==> config.mk <==
export PLATFORM = sky130hd
export DESIGN_NAME = mc_ctrl_flat
export DESIGN_NICKNAME = d
export VERILOG_FILES = /design/src/rtl/mc_ctrl_pkg.sv /design/src/rtl/mc_ctrl_if.sv /design/src/rtl/mc_decode.sv /design/src/rtl/mc_ctrl.sv /design/src/flat_wrapper.sv
export SDC_FILE = /design/constraint.sdc
export NUM_CORES = 1
export LEC_CHECK = 0
export CAP_MARGIN = 20
export CORE_UTILIZATION = 43
export CTS_CLUSTER_SIZE = 25
export DETAILED_ROUTE_END_ITERATION = 7
export PLACE_DENSITY = 0.77
export SLEW_MARGIN = 20
export SYNTH_ARGS = -nofsm -noshare
export SYNTH_HDL_FRONTEND = slang
export SYNTH_SLANG_ARGS = --single-unit
==> constraint.sdc <==
create_clock -name clk -period 2.6 [get_ports clk]
set_clock_uncertainty 0.15 [all_clocks]
set_input_delay 0.52 -clock clk [delete_from_list [all_inputs] [get_ports clk]]
set_output_delay 0.52 -clock clk [all_outputs]
set_load 0.05 [all_outputs]
==> src/rtl/mc_ctrl_pkg.sv <==
// Shared encodings for the multi-cycle controller and its datapath:
// opcode/funct values, FSM state codes, datapath select encodings and
// the decoded instruction class record.
package mc_ctrl_pkg;

  // Opcode field values
  localparam logic [5:0] OP_RTYPE = 6'h00;
  localparam logic [5:0] OP_J     = 6'h02;
  localparam logic [5:0] OP_JAL   = 6'h03;
  localparam logic [5:0] OP_BEQ   = 6'h04;
  localparam logic [5:0] OP_ORI   = 6'h0D;
  localparam logic [5:0] OP_LUI   = 6'h0F;
  localparam logic [5:0] OP_LW    = 6'h23;
  localparam logic [5:0] OP_SW    = 6'h2B;

  // Funct field values for op = 0
  localparam logic [5:0] FN_JR    = 6'h08;
  localparam logic [5:0] FN_ADDU  = 6'h21;
  localparam logic [5:0] FN_SUBU  = 6'h23;

  // FSM state codes; 5..7 are unused and recover to FETCH
  typedef enum logic [2:0] {
    ST_FETCH  = 3'd0,
    ST_DECODE = 3'd1,
    ST_EXEC   = 3'd2,
    ST_MEM    = 3'd3,
    ST_WB     = 3'd4
  } state_e;

  // Immediate extension select
  localparam logic [1:0] EOP_SEXT     = 2'b00;
  localparam logic [1:0] EOP_ZEXT     = 2'b01;
  localparam logic [1:0] EOP_HIGH     = 2'b10;
  localparam logic [1:0] EOP_SEXT_SL2 = 2'b11;

  // ALU operation select
  localparam logic [2:0] ALU_ADD   = 3'b000;
  localparam logic [2:0] ALU_SUB   = 3'b001;
  localparam logic [2:0] ALU_OR    = 3'b010;
  localparam logic [2:0] ALU_PASSB = 3'b011;

  // Next-PC select
  localparam logic [1:0] NPC_PC4    = 2'b00;
  localparam logic [1:0] NPC_BRANCH = 2'b01;
  localparam logic [1:0] NPC_JUMP   = 2'b10;
  localparam logic [1:0] NPC_JR     = 2'b11;

  // Register-file write-data select
  localparam logic [1:0] WD_ALU = 2'b00;
  localparam logic [1:0] WD_MEM = 2'b01;
  localparam logic [1:0] WD_PC4 = 2'b10;

  // Register-file destination select
  localparam logic [1:0] RD_RT = 2'b00;
  localparam logic [1:0] RD_RD = 2'b01;
  localparam logic [1:0] RD_RA = 2'b10;

  // One-hot instruction class; exactly one field is set for any op/funct
  typedef struct packed {
    logic addu;
    logic subu;
    logic ori;
    logic lui;
    logic lw;
    logic sw;
    logic beq;
    logic j;
    logic jal;
    logic jr;
    logic ill;
  } iclass_t;

  // R-type ALU instructions write rd rather than rt
  function automatic logic is_rtype_alu(input iclass_t c);
    return c.addu | c.subu;
  endfunction

endpackage

==> src/rtl/mc_ctrl_if.sv <==
// Controller <-> datapath/memory bundle.
// Handshake: im_ready / dm_ready are completion flags from the memories.
// A request (FETCH state, or DMWr/DMRd) is held unchanged every cycle until
// the matching ready is sampled high on a rising edge; that edge completes
// the transfer and the request is dropped or advanced on the next cycle.
interface mc_ctrl_if;
  logic [5:0]  op;
  logic [5:0]  funct;
  logic        zero;
  logic        im_ready;
  logic        dm_ready;
  logic        PCWr;
  logic        IRWr;
  logic        RFWr;
  logic        DMWr;
  logic        DMRd;
  logic [1:0]  EOp;
  logic [2:0]  ALUOp;
  logic        ALUSrcB;
  logic [1:0]  RegDst;
  logic [1:0]  WDSel;
  logic [1:0]  NPCOp;
  logic [2:0]  state;
  logic        ill;
  logic [31:0] icnt;

  // Controller side
  modport master (
    input  op, funct, zero, im_ready, dm_ready,
    output PCWr, IRWr, RFWr, DMWr, DMRd, EOp, ALUOp, ALUSrcB,
           RegDst, WDSel, NPCOp, state, ill, icnt
  );

  // Datapath / memory side
  modport slave (
    output op, funct, zero, im_ready, dm_ready,
    input  PCWr, IRWr, RFWr, DMWr, DMRd, EOp, ALUOp, ALUSrcB,
           RegDst, WDSel, NPCOp, state, ill, icnt
  );
endinterface

==> src/rtl/mc_decode.sv <==
// Combinational instruction decoder: IR op/funct -> one-hot class.
module mc_decode
  import mc_ctrl_pkg::*;
(
  input  logic [5:0] op,
  input  logic [5:0] funct,
  output iclass_t    cls
);

  // Classify the instruction; anything unrecognised is illegal
  always_comb begin
    cls = '0;
    case (op)
      OP_RTYPE: begin
        case (funct)
          FN_ADDU: cls.addu = 1'b1;
          FN_SUBU: cls.subu = 1'b1;
          FN_JR:   cls.jr   = 1'b1;
          default: cls.ill  = 1'b1;
        endcase
      end
      OP_ORI:  cls.ori = 1'b1;
      OP_LUI:  cls.lui = 1'b1;
      OP_LW:   cls.lw  = 1'b1;
      OP_SW:   cls.sw  = 1'b1;
      OP_BEQ:  cls.beq = 1'b1;
      OP_J:    cls.j   = 1'b1;
      OP_JAL:  cls.jal = 1'b1;
      default: cls.ill = 1'b1;
    endcase
  end

endmodule

==> src/rtl/mc_ctrl.sv <==
// Multi-cycle MIPS-subset controller: FETCH/DECODE/EXEC/MEM/WB FSM,
// strobe and select generation, retired-instruction counter.
module mc_ctrl
  import mc_ctrl_pkg::*;
(
  input  logic        clk,
  input  logic        reset_n,
  mc_ctrl_if.master   bus
);

  state_e      state_q, state_d;
  logic [31:0] icnt_q, icnt_d;
  iclass_t     cls;

  logic       pc_wr, ir_wr, rf_wr, dm_wr, dm_rd, ill, retire;
  logic       alu_src_b;
  logic [1:0] eop, reg_dst, wd_sel, npc_op;
  logic [2:0] alu_op;

  mc_decode u_decode (
    .op    (bus.op),
    .funct (bus.funct),
    .cls   (cls)
  );

  // State register and retired-instruction counter
  always_ff @(posedge clk or negedge reset_n) begin
    if (!reset_n) begin
      state_q <= ST_FETCH;
      icnt_q  <= '0;
    end else begin
      state_q <= state_d;
      icnt_q  <= icnt_d;
    end
  end

  // Next state, strobes and selects; retire marks a legal instruction's
  // final cycle, i.e. the transition back to FETCH that counts
  always_comb begin
    state_d   = state_q;
    pc_wr     = 1'b0;
    ir_wr     = 1'b0;
    rf_wr     = 1'b0;
    dm_wr     = 1'b0;
    dm_rd     = 1'b0;
    ill       = 1'b0;
    retire    = 1'b0;
    alu_src_b = 1'b0;
    eop       = EOP_SEXT;
    alu_op    = ALU_ADD;
    reg_dst   = RD_RT;
    wd_sel    = WD_ALU;
    npc_op    = NPC_PC4;
    case (state_q)
      ST_FETCH: begin
        if (bus.im_ready) begin
          ir_wr   = 1'b1;
          pc_wr   = 1'b1;
          npc_op  = NPC_PC4;
          state_d = ST_DECODE;
        end
      end
      ST_DECODE: begin
        state_d = ST_FETCH;
        if (cls.ill) begin
          ill = 1'b1;
        end else if (cls.j) begin
          pc_wr  = 1'b1;
          npc_op = NPC_JUMP;
          retire = 1'b1;
        end else if (cls.jal) begin
          pc_wr   = 1'b1;
          npc_op  = NPC_JUMP;
          rf_wr   = 1'b1;
          reg_dst = RD_RA;
          wd_sel  = WD_PC4;
          retire  = 1'b1;
        end else if (cls.jr) begin
          pc_wr  = 1'b1;
          npc_op = NPC_JR;
          retire = 1'b1;
        end else begin
          state_d = ST_EXEC;
        end
      end
      ST_EXEC: begin
        state_d = ST_FETCH;
        if (cls.addu) begin
          alu_op  = ALU_ADD;
          state_d = ST_WB;
        end else if (cls.subu) begin
          alu_op  = ALU_SUB;
          state_d = ST_WB;
        end else if (cls.ori) begin
          alu_op    = ALU_OR;
          alu_src_b = 1'b1;
          eop       = EOP_ZEXT;
          state_d   = ST_WB;
        end else if (cls.lui) begin
          alu_op    = ALU_PASSB;
          alu_src_b = 1'b1;
          eop       = EOP_HIGH;
          state_d   = ST_WB;
        end else if (cls.lw || cls.sw) begin
          alu_op    = ALU_ADD;
          alu_src_b = 1'b1;
          eop       = EOP_SEXT;
          state_d   = ST_MEM;
        end else if (cls.beq) begin
          alu_op    = ALU_SUB;
          alu_src_b = 1'b0;
          eop       = EOP_SEXT_SL2;
          npc_op    = NPC_BRANCH;
          pc_wr     = bus.zero;
          retire    = 1'b1;
        end
      end
      ST_MEM: begin
        if (cls.sw) begin
          dm_wr = 1'b1;
          if (bus.dm_ready) begin
            state_d = ST_FETCH;
            retire  = 1'b1;
          end
        end else if (cls.lw) begin
          dm_rd = 1'b1;
          if (bus.dm_ready) state_d = ST_WB;
        end else begin
          state_d = ST_FETCH;
        end
      end
      ST_WB: begin
        rf_wr   = 1'b1;
        reg_dst = is_rtype_alu(cls) ? RD_RD : RD_RT;
        wd_sel  = cls.lw ? WD_MEM : WD_ALU;
        retire  = 1'b1;
        state_d = ST_FETCH;
      end
      default: state_d = ST_FETCH;
    endcase
    icnt_d = retire ? icnt_q + 32'd1 : icnt_q;
  end

  // Outputs are forced quiet while reset is held, independent of the
  // memory handshakes (state already reads FETCH during reset)
  assign bus.PCWr    = reset_n & pc_wr;
  assign bus.IRWr    = reset_n & ir_wr;
  assign bus.RFWr    = reset_n & rf_wr;
  assign bus.DMWr    = reset_n & dm_wr;
  assign bus.DMRd    = reset_n & dm_rd;
  assign bus.ill     = reset_n & ill;
  assign bus.ALUSrcB = reset_n & alu_src_b;
  assign bus.EOp     = reset_n ? eop     : 2'b00;
  assign bus.ALUOp   = reset_n ? alu_op  : 3'b000;
  assign bus.RegDst  = reset_n ? reg_dst : 2'b00;
  assign bus.WDSel   = reset_n ? wd_sel  : 2'b00;
  assign bus.NPCOp   = reset_n ? npc_op  : 2'b00;
  assign bus.state   = state_q;
  assign bus.icnt    = icnt_q;

endmodule

==> src/flat_wrapper.sv <==
// flat-port wrapper written by rule: the top's interface ports become plain ports
module mc_ctrl_flat import mc_ctrl_pkg::*;
  (clk, reset_n, bus_op, bus_funct, bus_zero, bus_im_ready, bus_dm_ready, bus_PCWr, bus_IRWr, bus_RFWr, bus_DMWr, bus_DMRd, bus_EOp, bus_ALUOp, bus_ALUSrcB, bus_RegDst, bus_WDSel, bus_NPCOp, bus_state, bus_ill, bus_icnt);
  mc_ctrl_if bus_i ();
  input  logic clk;
  input  logic reset_n;
  input wire logic [$bits(bus_i.op)-1:0] bus_op;
  input wire logic [$bits(bus_i.funct)-1:0] bus_funct;
  input wire logic [$bits(bus_i.zero)-1:0] bus_zero;
  input wire logic [$bits(bus_i.im_ready)-1:0] bus_im_ready;
  input wire logic [$bits(bus_i.dm_ready)-1:0] bus_dm_ready;
  output wire logic [$bits(bus_i.PCWr)-1:0] bus_PCWr;
  output wire logic [$bits(bus_i.IRWr)-1:0] bus_IRWr;
  output wire logic [$bits(bus_i.RFWr)-1:0] bus_RFWr;
  output wire logic [$bits(bus_i.DMWr)-1:0] bus_DMWr;
  output wire logic [$bits(bus_i.DMRd)-1:0] bus_DMRd;
  output wire logic [$bits(bus_i.EOp)-1:0] bus_EOp;
  output wire logic [$bits(bus_i.ALUOp)-1:0] bus_ALUOp;
  output wire logic [$bits(bus_i.ALUSrcB)-1:0] bus_ALUSrcB;
  output wire logic [$bits(bus_i.RegDst)-1:0] bus_RegDst;
  output wire logic [$bits(bus_i.WDSel)-1:0] bus_WDSel;
  output wire logic [$bits(bus_i.NPCOp)-1:0] bus_NPCOp;
  output wire logic [$bits(bus_i.state)-1:0] bus_state;
  output wire logic [$bits(bus_i.ill)-1:0] bus_ill;
  output wire logic [$bits(bus_i.icnt)-1:0] bus_icnt;
  assign bus_i.op = bus_op;
  assign bus_i.funct = bus_funct;
  assign bus_i.zero = bus_zero;
  assign bus_i.im_ready = bus_im_ready;
  assign bus_i.dm_ready = bus_dm_ready;
  assign bus_PCWr = bus_i.PCWr;
  assign bus_IRWr = bus_i.IRWr;
  assign bus_RFWr = bus_i.RFWr;
  assign bus_DMWr = bus_i.DMWr;
  assign bus_DMRd = bus_i.DMRd;
  assign bus_EOp = bus_i.EOp;
  assign bus_ALUOp = bus_i.ALUOp;
  assign bus_ALUSrcB = bus_i.ALUSrcB;
  assign bus_RegDst = bus_i.RegDst;
  assign bus_WDSel = bus_i.WDSel;
  assign bus_NPCOp = bus_i.NPCOp;
  assign bus_state = bus_i.state;
  assign bus_ill = bus_i.ill;
  assign bus_icnt = bus_i.icnt;
  mc_ctrl u_core (.clk(clk), .reset_n(reset_n), .bus(bus_i));
endmodule
==> results of run 1 <==
critical path, cell delays in order:
cell and delay, ps:
sky130_fd_sc_hd__buf_6 90, sky130_fd_sc_hd__or4_4 550, sky130_fd_sc_hd__nor3_4 270, sky130_fd_sc_hd__nand2b_1 170, sky130_fd_sc_hd__o21ai_1 170, sky130_fd_sc_hd__and3_4 210
sky130_fd_sc_hd__buf_12 130
cell type report:
cell class | instances | area [um^2] | area share (%)
Tap cell | 70 | 87.6 | 2.27
Multi-Input combinational cell | 187 | 1560 | 40.4
Timing Repair Buffer | 124 | 1220 | 31.5
Clock buffer | 7 | 76.3 | 1.98
Sequential cell | 35 | 878 | 22.7
Inverter | 11 | 41.3 | 1.07
power breakdown:
part	switching, uW	internal [uW]
sequential	11.7	550
clock	186	184
combinational	120	91.1
stage by stage:
| stage | hold WS [ps] | instances | worst slack [ps] | util [%] | power (uW) |
|---|---|---|---|---|---|
| 2_1_floorplan | 74.4 | 245 | -277 | - | 662 |
| 3_3_place_gp | 241 | 412 | -535 | 68.6 | 759 |
| 3_5_place_dp | 243 | 412 | -562 | 68.6 | 763 |
| 4_1_cts | 185 | 433 | -194 | 73.2 | 1140 |
| 5_1_grt | 204 | 434 | -248 | 74.2 | 1180 |
| 6_report | 187 | 434 | -183 | 74.2 | 1140 |
cell families after synthesis:
| logic type | synth area share [%] |
|---|---|
| other | 0.159 |
| and+or+nand+nor | 26.2 |
| adders and majority gates | 0.531 |
| xor gates and xnor gates | 11.9 |
| buffers and inverters | 5.15 |
| muxes | 0.478 |
| DFF | 37.2 |
| AOI/OAI and AO/OA | 18.4 |
routing by layer:
metal  GRT usage (%)  part of all wire, %  vias up
met3            3.47                  4.2       17
met2            40.2                   49       71
met4            8.08                  2.2        0
li1                -                    -     1123
met1            33.1                   44     1150
met5               0                    0        -
placed cells by master (no fill, tap or decap), types with 4 or more instances in the layout:
cell type,synthesis,final
sky130_fd_sc_hd__a2111oi_2,11,11
sky130_fd_sc_hd__a211oi_1,8,6
sky130_fd_sc_hd__a21oi_1,9,8
sky130_fd_sc_hd__buf_12,0,13
sky130_fd_sc_hd__buf_2,4,5
sky130_fd_sc_hd__buf_4,4,54
sky130_fd_sc_hd__buf_6,2,6
sky130_fd_sc_hd__clkbuf_8,0,5
sky130_fd_sc_hd__clkdlybuf4s50_1,0,38
sky130_fd_sc_hd__dfrtp_1,35,33
sky130_fd_sc_hd__inv_1,11,11
sky130_fd_sc_hd__nand2_1,17,16
sky130_fd_sc_hd__nand2b_1,5,4
sky130_fd_sc_hd__nand3_1,19,16
sky130_fd_sc_hd__nand4_1,6,6
sky130_fd_sc_hd__nor2_1,22,15
sky130_fd_sc_hd__nor2_2,0,4
sky130_fd_sc_hd__nor3_2,1,5
sky130_fd_sc_hd__xnor2_1,7,7
sky130_fd_sc_hd__xor2_1,25,25
timing repair:
action	in CTS	in global routing
setup endpoints to repair	44	17
setup buffers	13	1
endpoints found under the hold margin	2	0
pin swaps	16	14
hold buffers	1	0
resized for setup	52	14
state kept, by name (all words and copies together) (netlist names):
| name | count |
|---|---|
| u_core.bus.icnt | 32 |
| u_core.bus.state | 3 |
final timing paths:
check / to / slack [ps] / cells after the start
max reg2reg: u_core.bus.state[1] / 10 / 12
min in group clk: u_core.bus.icnt[31] / 310 / 1
min reg2reg: u_core.bus.icnt[31] / 310 / 1
max: bus_ALUOp[0] / -180 / 7
max in group asynchronous: u_core.bus.state[0] / 1570 / 2
min: u_core.bus.icnt[13] / 190 / 2
==> results.md, run 1 <==
- The flow ran to the end, but the final reports show violations.
- The checks that failed: setup timing.
- The overall die area is 5780 um^2.
- The minimum clock period after layout is 2780 ps.
- The number of endpoints failing setup at the final stage is 14.
- In this run the clock root is driven by a sky130_fd_sc_hd__clkbuf_8.
- At the worst endpoint, the required time is 1930 ps.
- The number of hold violations in the final report is 0.
- The number of iterations in the first detailed-routing pass is 4.
- Timing would allow up to 359 MHz.
- Summing all placed instances gives a cell area of 3570 um^2.
- The number of global-route vias before repair is 2297.
- TritonCTS built the clock tree.
- The initial cell density of the core is between 40% and 50%.
- The critical path class is in -> out.
- In the post-synthesis netlist, the cell with the most instances is sky130_fd_sc_hd__dfrtp_1.
- The clock net in this run drives a total of 35 sinks.
- The maximum fanout along the worst path is 3.
- The async set-reset flop share out of synthesis is 100%.
- Of the cells placed in the final design, the portion with a size suffix greater than 1 is 39.0%.
- For the pin with the worst max-slew slack, the measured transition is 512 ps.
- The portion of synthesized cell area occupied by the leading cell type is between 30% and 40%.
- The clock passes through at most 2 buffers.
- The chip height is 76.0 um.
- Fill cells in the final layout number around 380.
- The number of max-capacitance violations reported is 0.
- Data arrives at the worst endpoint at 2110 ps.
- The total global-route track usage is 24.4%.
- The cell area after technology mapping is approximately 2400 um^2.
- The final critical-path setup slack is -183 ps.
- For this block, the initial DRC count from the detailed router was 153.
- The first global-routing pass estimated 11300 um of wire.
- The cell count after synthesis is 245.
- Clock tree synthesis inserted a total of 5 buffers.
- Measured against its own limit, the worst slew margin works out to approximately two thirds.
- The library cell with the largest summed area after synthesis is sky130_fd_sc_hd__dfrtp_1.
- In this run the static leakage power is 0.00171 uW.
- The total nets after synthesis is 263.
- The yosys synthesis warning count is 0.
- A synthesized cell averages 9.62 um^2.
- The H-tree was split into 2 levels.
- Counting instances in the post-synthesis netlist gives the leading cell types as 35 x sky130_fd_sc_hd__dfrtp_1, 25 x sky130_fd_sc_hd__xor2_1, 22 x sky130_fd_sc_hd__nor2_1.
- Entering global routing, the biggest net connects 25 pins.
- The number of max-slew violations in the final report is 0.
- The clock network latency to the later pin of the worst-skew pair is 290 ps.
- Once detailed placement completed, the half-perimeter wirelength came to 4890 um.
- From left edge to right edge, the die measures about 76 um.
- After detailed routing, the number of vias per cell comes to 5.44.
- The initial antenna violation count is 0.
- The final layout contains 382 nets.
- The routed length per placed instance is 15.6 um.
- The distinct cell type count after synthesis is 53.
- The layout-stage area growth over the synthesis result is 63.9%.
- The classification of the worst-slack hold path is in -> async.
- By area the synthesized netlist is led by sky130_fd_sc_hd__dfrtp_1 37%, sky130_fd_sc_hd__xor2_1 9.3%, sky130_fd_sc_hd__a2111oi_2 7.0%.
- The critical path startpoint is bus_op[2].
- In this run the count of I/O pins placed on the die edge is 70.
- The placeable core region is 5200 um^2.
- The number of vias after detailed routing is 2361.
- 0 antenna diodes ended up in the layout.
- The worst register-to-register path begins at u_core.bus.state[2].
- The total detailed-routing wirelength is 6790 um.
- The count of nets left with antenna violations once routing finished came out at 0.
- For this run, design rule violations remaining after detail routing come to 0.
- In this run the core area contains 26 standard-cell rows.
- Clock-pin slew was measured on the worst setup and hold paths at roughly 70 ps.
- Input and output buffers added on the ports amount to 68.
- The total congestion overflow after global routing is 0.
- STA classifies the critical path startpoint as an input port.
- Summing all non-filler instances in the final layout gives an area of 3860 um^2.
- The peak ir drop on the vdd network is 0.342 mV.
- Setup repair after global routing could not meet its margin everywhere.
- The final critical-path share of the clock period is 107%.
- The number of enable-type register cells in the synthesized netlist is 0.
- For this run, the leading register cell type out of synthesis is sky130_fd_sc_hd__dfrtp_1.
- The sum of negative setup slack is -1510 ps.
- The sequential-to-total area share from yosys stat is between 30% and 40%.
- The areal power density over the cells is 296 nW/um^2.
- At the end of routability-driven placement, the weighted congestion stood at 0.870.
- The total of flip-flops plus latches after synthesis is 35.
- The sort of element at the end of the critical path is an output port.
(Power assumes the default switching activity.)
==> run 2: changes to the inputs <==
Settings changed: ABC_AREA set to 1, CORE_UTILIZATION 43 to 46, PLACE_DENSITY 0.77 to 0.78.
==> run 2 against run 1 <==
  * The flow now finishes without violations
  * Design area grew 12%
  * Routed wire length grew 36%
  * Register-to-register slack gained 410 ps
  * Global-route usage grew 3.9 points
  * Core utilization shrank 3.3 points
  * Sequential cell count is the same
  * First-iteration DRC count grew 62%
  * Highest routed layer unchanged
  * Via count grew 42%
==> results.md, run 2 <==
- The run finished with clean final reports.
- The wire length of the first global-routing pass came to 14800 um (+31%).
- The final critical-path share of the clock period is 98.1% (-8.9 points).
- The routed length per placed instance is 14.8 um (-5.5%).
- The remaining antenna violation count is 0 (unchanged).
- The depth of the most critical reg-to-reg path was 9 (-3).
- The initial antenna violation count is 0 (unchanged).
- The chip height is 82.4 um (+8.4%).
- The total power is 1500 uW (+32%).
- The post-route cell area came to 4320 um^2 (+12%).
- The arrival time of the worst setup path is 1880 ps (-230 ps).
- The instance area after placement was 4040 um^2 (+13%).
- The largest net degree at the start of global routing is 34 (+36%).
- TritonCTS built the clock tree.
- The cell area after technology mapping came to 2980 um^2 (+26%).
- The number of input and output port buffers inserted is 68 (unchanged).
- The number of levels the H-tree was split into is 2 (unchanged).
- The classification of the worst-slack hold path is in -> async.
- The sequential-to-total area share from yosys stat was 29.4% (-7.7 points).
- The final weighted congestion in routability-driven placement was 0.934 (+7.4%).
- The remaining design rule violation count is 0 (unchanged).
- The worst setup path is of the reg -> out kind.
- The final core utilization was 70.9% (-3.3 points).
- The number of cells in the finished layout apart from fillers is 625 (+44%).
- In this run the critical register-to-register path is captured at u_core.bus.icnt[25].
- The placement row count is 28 (+7.7%).
- By area the synthesized netlist is led by sky130_fd_sc_hd__dfrtp_1 29%, sky130_fd_sc_hd__nand2_1 20%, sky130_fd_sc_hd__nor2_1 9.6%.
- In this run the clock root is driven by a sky130_fd_sc_hd__clkbuf_8.
- The post-synthesis average cell area is 6.51 um^2 (-32%).
- The placeable core region came to 6100 um^2 (+17%).
- The fraction of layout instances using a drive strength above 1 is 24.4% (-15 points).
- The data required time of the worst path came to 1930 ps (about the same).
- Setup repair after global routing could not meet its margin everywhere.
- The total nets after synthesis is 475 (+81%).
- The total congestion overflow after global routing is 0 (unchanged).
- The commonest cells after synthesis are 158 x sky130_fd_sc_hd__nand2_1, 76 x sky130_fd_sc_hd__nor2_1, 36 x sky130_fd_sc_hd__nand4_1.
- The leakage component of the power is 0.00200 uW (+17%).
- The areal power density over the cells came to 348 nW/um^2 (+18%).
- The number of vias after detailed routing is 3345 (+42%).
- The worst setup path is launched from a register.
- The number of I/O pins is 70 (unchanged).
- The number of hold violations in the final report is 0 (unchanged).
- The transition time at the pin with the least slew margin is 522 ps (+10.0 ps).
- The leading cell type by number of instances after synthesis is sky130_fd_sc_hd__nand2_1.
- The total number of nets in the final design is 567 (+48%).
- The violation count after the first detailed-route iteration is 248 (+62%).
- The number of max-capacitance violations reported came to 0 (unchanged).
- The final critical-path setup slack was 48.4 ps (+232 ps).
- The sequential cell area is 876 um^2 (-0.28%).
- The total of flip-flops plus latches after synthesis is 35 (unchanged).
- The die boundary width was 82.4 um (+8.4%).
- The portion of synthesized cell area occupied by the leading cell type is 29.4% (-7.7 points).
- The clock-pin slew on the worst setup and hold paths is 90 ps (+20 ps).
- The HPWL after detailed placement is 6560 um (+34%).
- The clock network latency to the later pin of the worst-skew pair is 300 ps (about the same).
- The final-layout fill cell count is 484 (+28%).
- The initial cell density of the core is 48.8% (+3.5 points).
- The worst setup path is captured at an output port.
- The peak ir drop on the vdd network is 0.449 mV (+31%).
- The total detailed-routing wirelength came to 9240 um (+36%).
- The total global-route track usage came to 28.3% (+3.9 points).
- The minimum clock period after layout is 2550 ps (-232 ps).
- The number of iterations in the first detailed-routing pass was 4 (unchanged).
- The distinct cell type count after synthesis is 29 (-45%).
- The beginning of the worst register-to-register path is u_core.bus.state[2].
- The worst-case clock buffer depth is 2 (unchanged).
- The maximum fanout along the worst path is 6 (+3).
- The number of max-slew violations in the final report is 0 (unchanged).
- The number of placed instances, taps included came to 611 (+48%).
- The number of clock sinks came to 35 (unchanged).
- The highest clock frequency the design can meet is 392 MHz (+9.1%).
- The overall die area is 6790 um^2 (+18%).
- The top cell types in the final layout, fill and taps aside, are 153 x sky130_fd_sc_hd__nand2_1, 66 x sky130_fd_sc_hd__nor2_1, 38 x sky130_fd_sc_hd__clkdlybuf4s50_1, 36 x sky130_fd_sc_hd__nand2_2, 36 x sky130_fd_sc_hd__nand4_1.
- The diode insertion count for antenna repair is 0 (unchanged).
- The number of endpoints failing setup at the final stage is 0 (-14).
- The layout-stage area growth over the synthesis result is 45.3%.
- The yosys synthesis warning count is 0 (unchanged).
- The number of flip-flops under the largest register name is 32 (unchanged).
- The number of clock buffers inserted by TritonCTS is 5 (unchanged).
- The reg-to-reg setup timing slack came to 420 ps (+410 ps).
- The mean number of vias per cell came to 5.35 (-1.6%).
- The worst setup slack after placement is -229 ps (+333 ps).
- The library cell with the largest summed area after synthesis is sky130_fd_sc_hd__dfrtp_1.
- The footprint of the multi-input gates is 2010 um^2 (+29%).
- The library cell used most frequently in the layout, excluding fill and tap cells, is sky130_fd_sc_hd__nand2_1.
- The cell count after synthesis is 457 (+87%).
- The worst slew margin relative to its limit was 65.1% (-0.67 points).
- The number of global-route vias before repair is 3245 (+41%).
- The number of enable-type register cells in the synthesized netlist is 0 (unchanged).
- The async set-reset flop share out of synthesis was 100% (unchanged).
- The most common flop cell mapped by yosys is sky130_fd_sc_hd__dfrtp_1.
==> run 2: cell families after synthesis <==
kind of cell    Yosys count  synth area share [%]
fa+ha+maj                 1                 0.420
simple gates            349                  55.4
other cells               1                 0.126
buf+inv                  49                  8.45
xor+xnor                 15                  4.42
compound gates            7                  1.72
flops                    35                  29.4
==> run 2: worst max path at each step <==
stage	start	endpoint	slack, ps
floorplan	u_core.bus.state[0]	bus_WDSel[1]	-290
global placement	bus_op[4]	bus_ALUOp[0]	-150
detailed placement	bus_op[1]	bus_EOp[1]	-230
CTS	bus_funct[5]	bus_NPCOp[1]	9
global route	u_core.bus.state[2]	bus_PCWr	-30
finish	u_core.bus.state[2]	bus_ALUOp[1]	50
==> run 2: through the flow <==
step	hold slack [ps]	TNS, ps
floorplan	74.4	-312
global placement	247	-1590
detailed placement	241	-2270
CTS	288	0
global route	343	-47.2
finish	302	0
==> run 2: layout make-up <==
class / count / area share, %
clock buffers: 5 / 1.59
clock inverters: 3 / 0.463
inverters: 35 / 3.10
multi-input cells: 373 / 46.5
flip-flops and latches: 35 / 20.3
well taps: 75 / 2.17
repair buffers: 99 / 25.9
==> run 2: critical path, stage by stage (launching register included) <==
cell	delay (ps)
sky130_fd_sc_hd__dfrtp_1	470
sky130_fd_sc_hd__inv_1	130
sky130_fd_sc_hd__nand3_1	280
sky130_fd_sc_hd__inv_1	250
sky130_fd_sc_hd__nand3_4	150
sky130_fd_sc_hd__nor2_4	150
sky130_fd_sc_hd__buf_12	150
==> run 2: timing repair <==
action	CTS	global route
endpoints found under the hold margin	3	0
buffers inserted	2	3
gates resized for setup	19	34
endpoints found under the setup margin	15	12
hold buffers	1	0
pin swaps	7	13
==> run 2: report_power, final <==
group	internal, uW	leakage, uW	total, uW	switching, uW
Clock	187	0.0000402	418	231
Sequential	568	0.000485	605	37.6
Combinational	165	0.00147	481	316
==> run 2: per-layer routing <==
| layer | part of all wire (%) | routed length, um | vias up | track usage [%] |
|---|---|---|---|---|
| met5 | 0 | 0 | - | 0 |
| met4 | 3.4 | 315 | 0 | 11.8 |
| met3 | 5.4 | 499 | 31 | 5.05 |
| met2 | 48 | 4430 | 124 | 46.4 |
| met1 | 43 | 4000 | 1549 | 36.5 |
| li1 | - | - | 1641 | - |
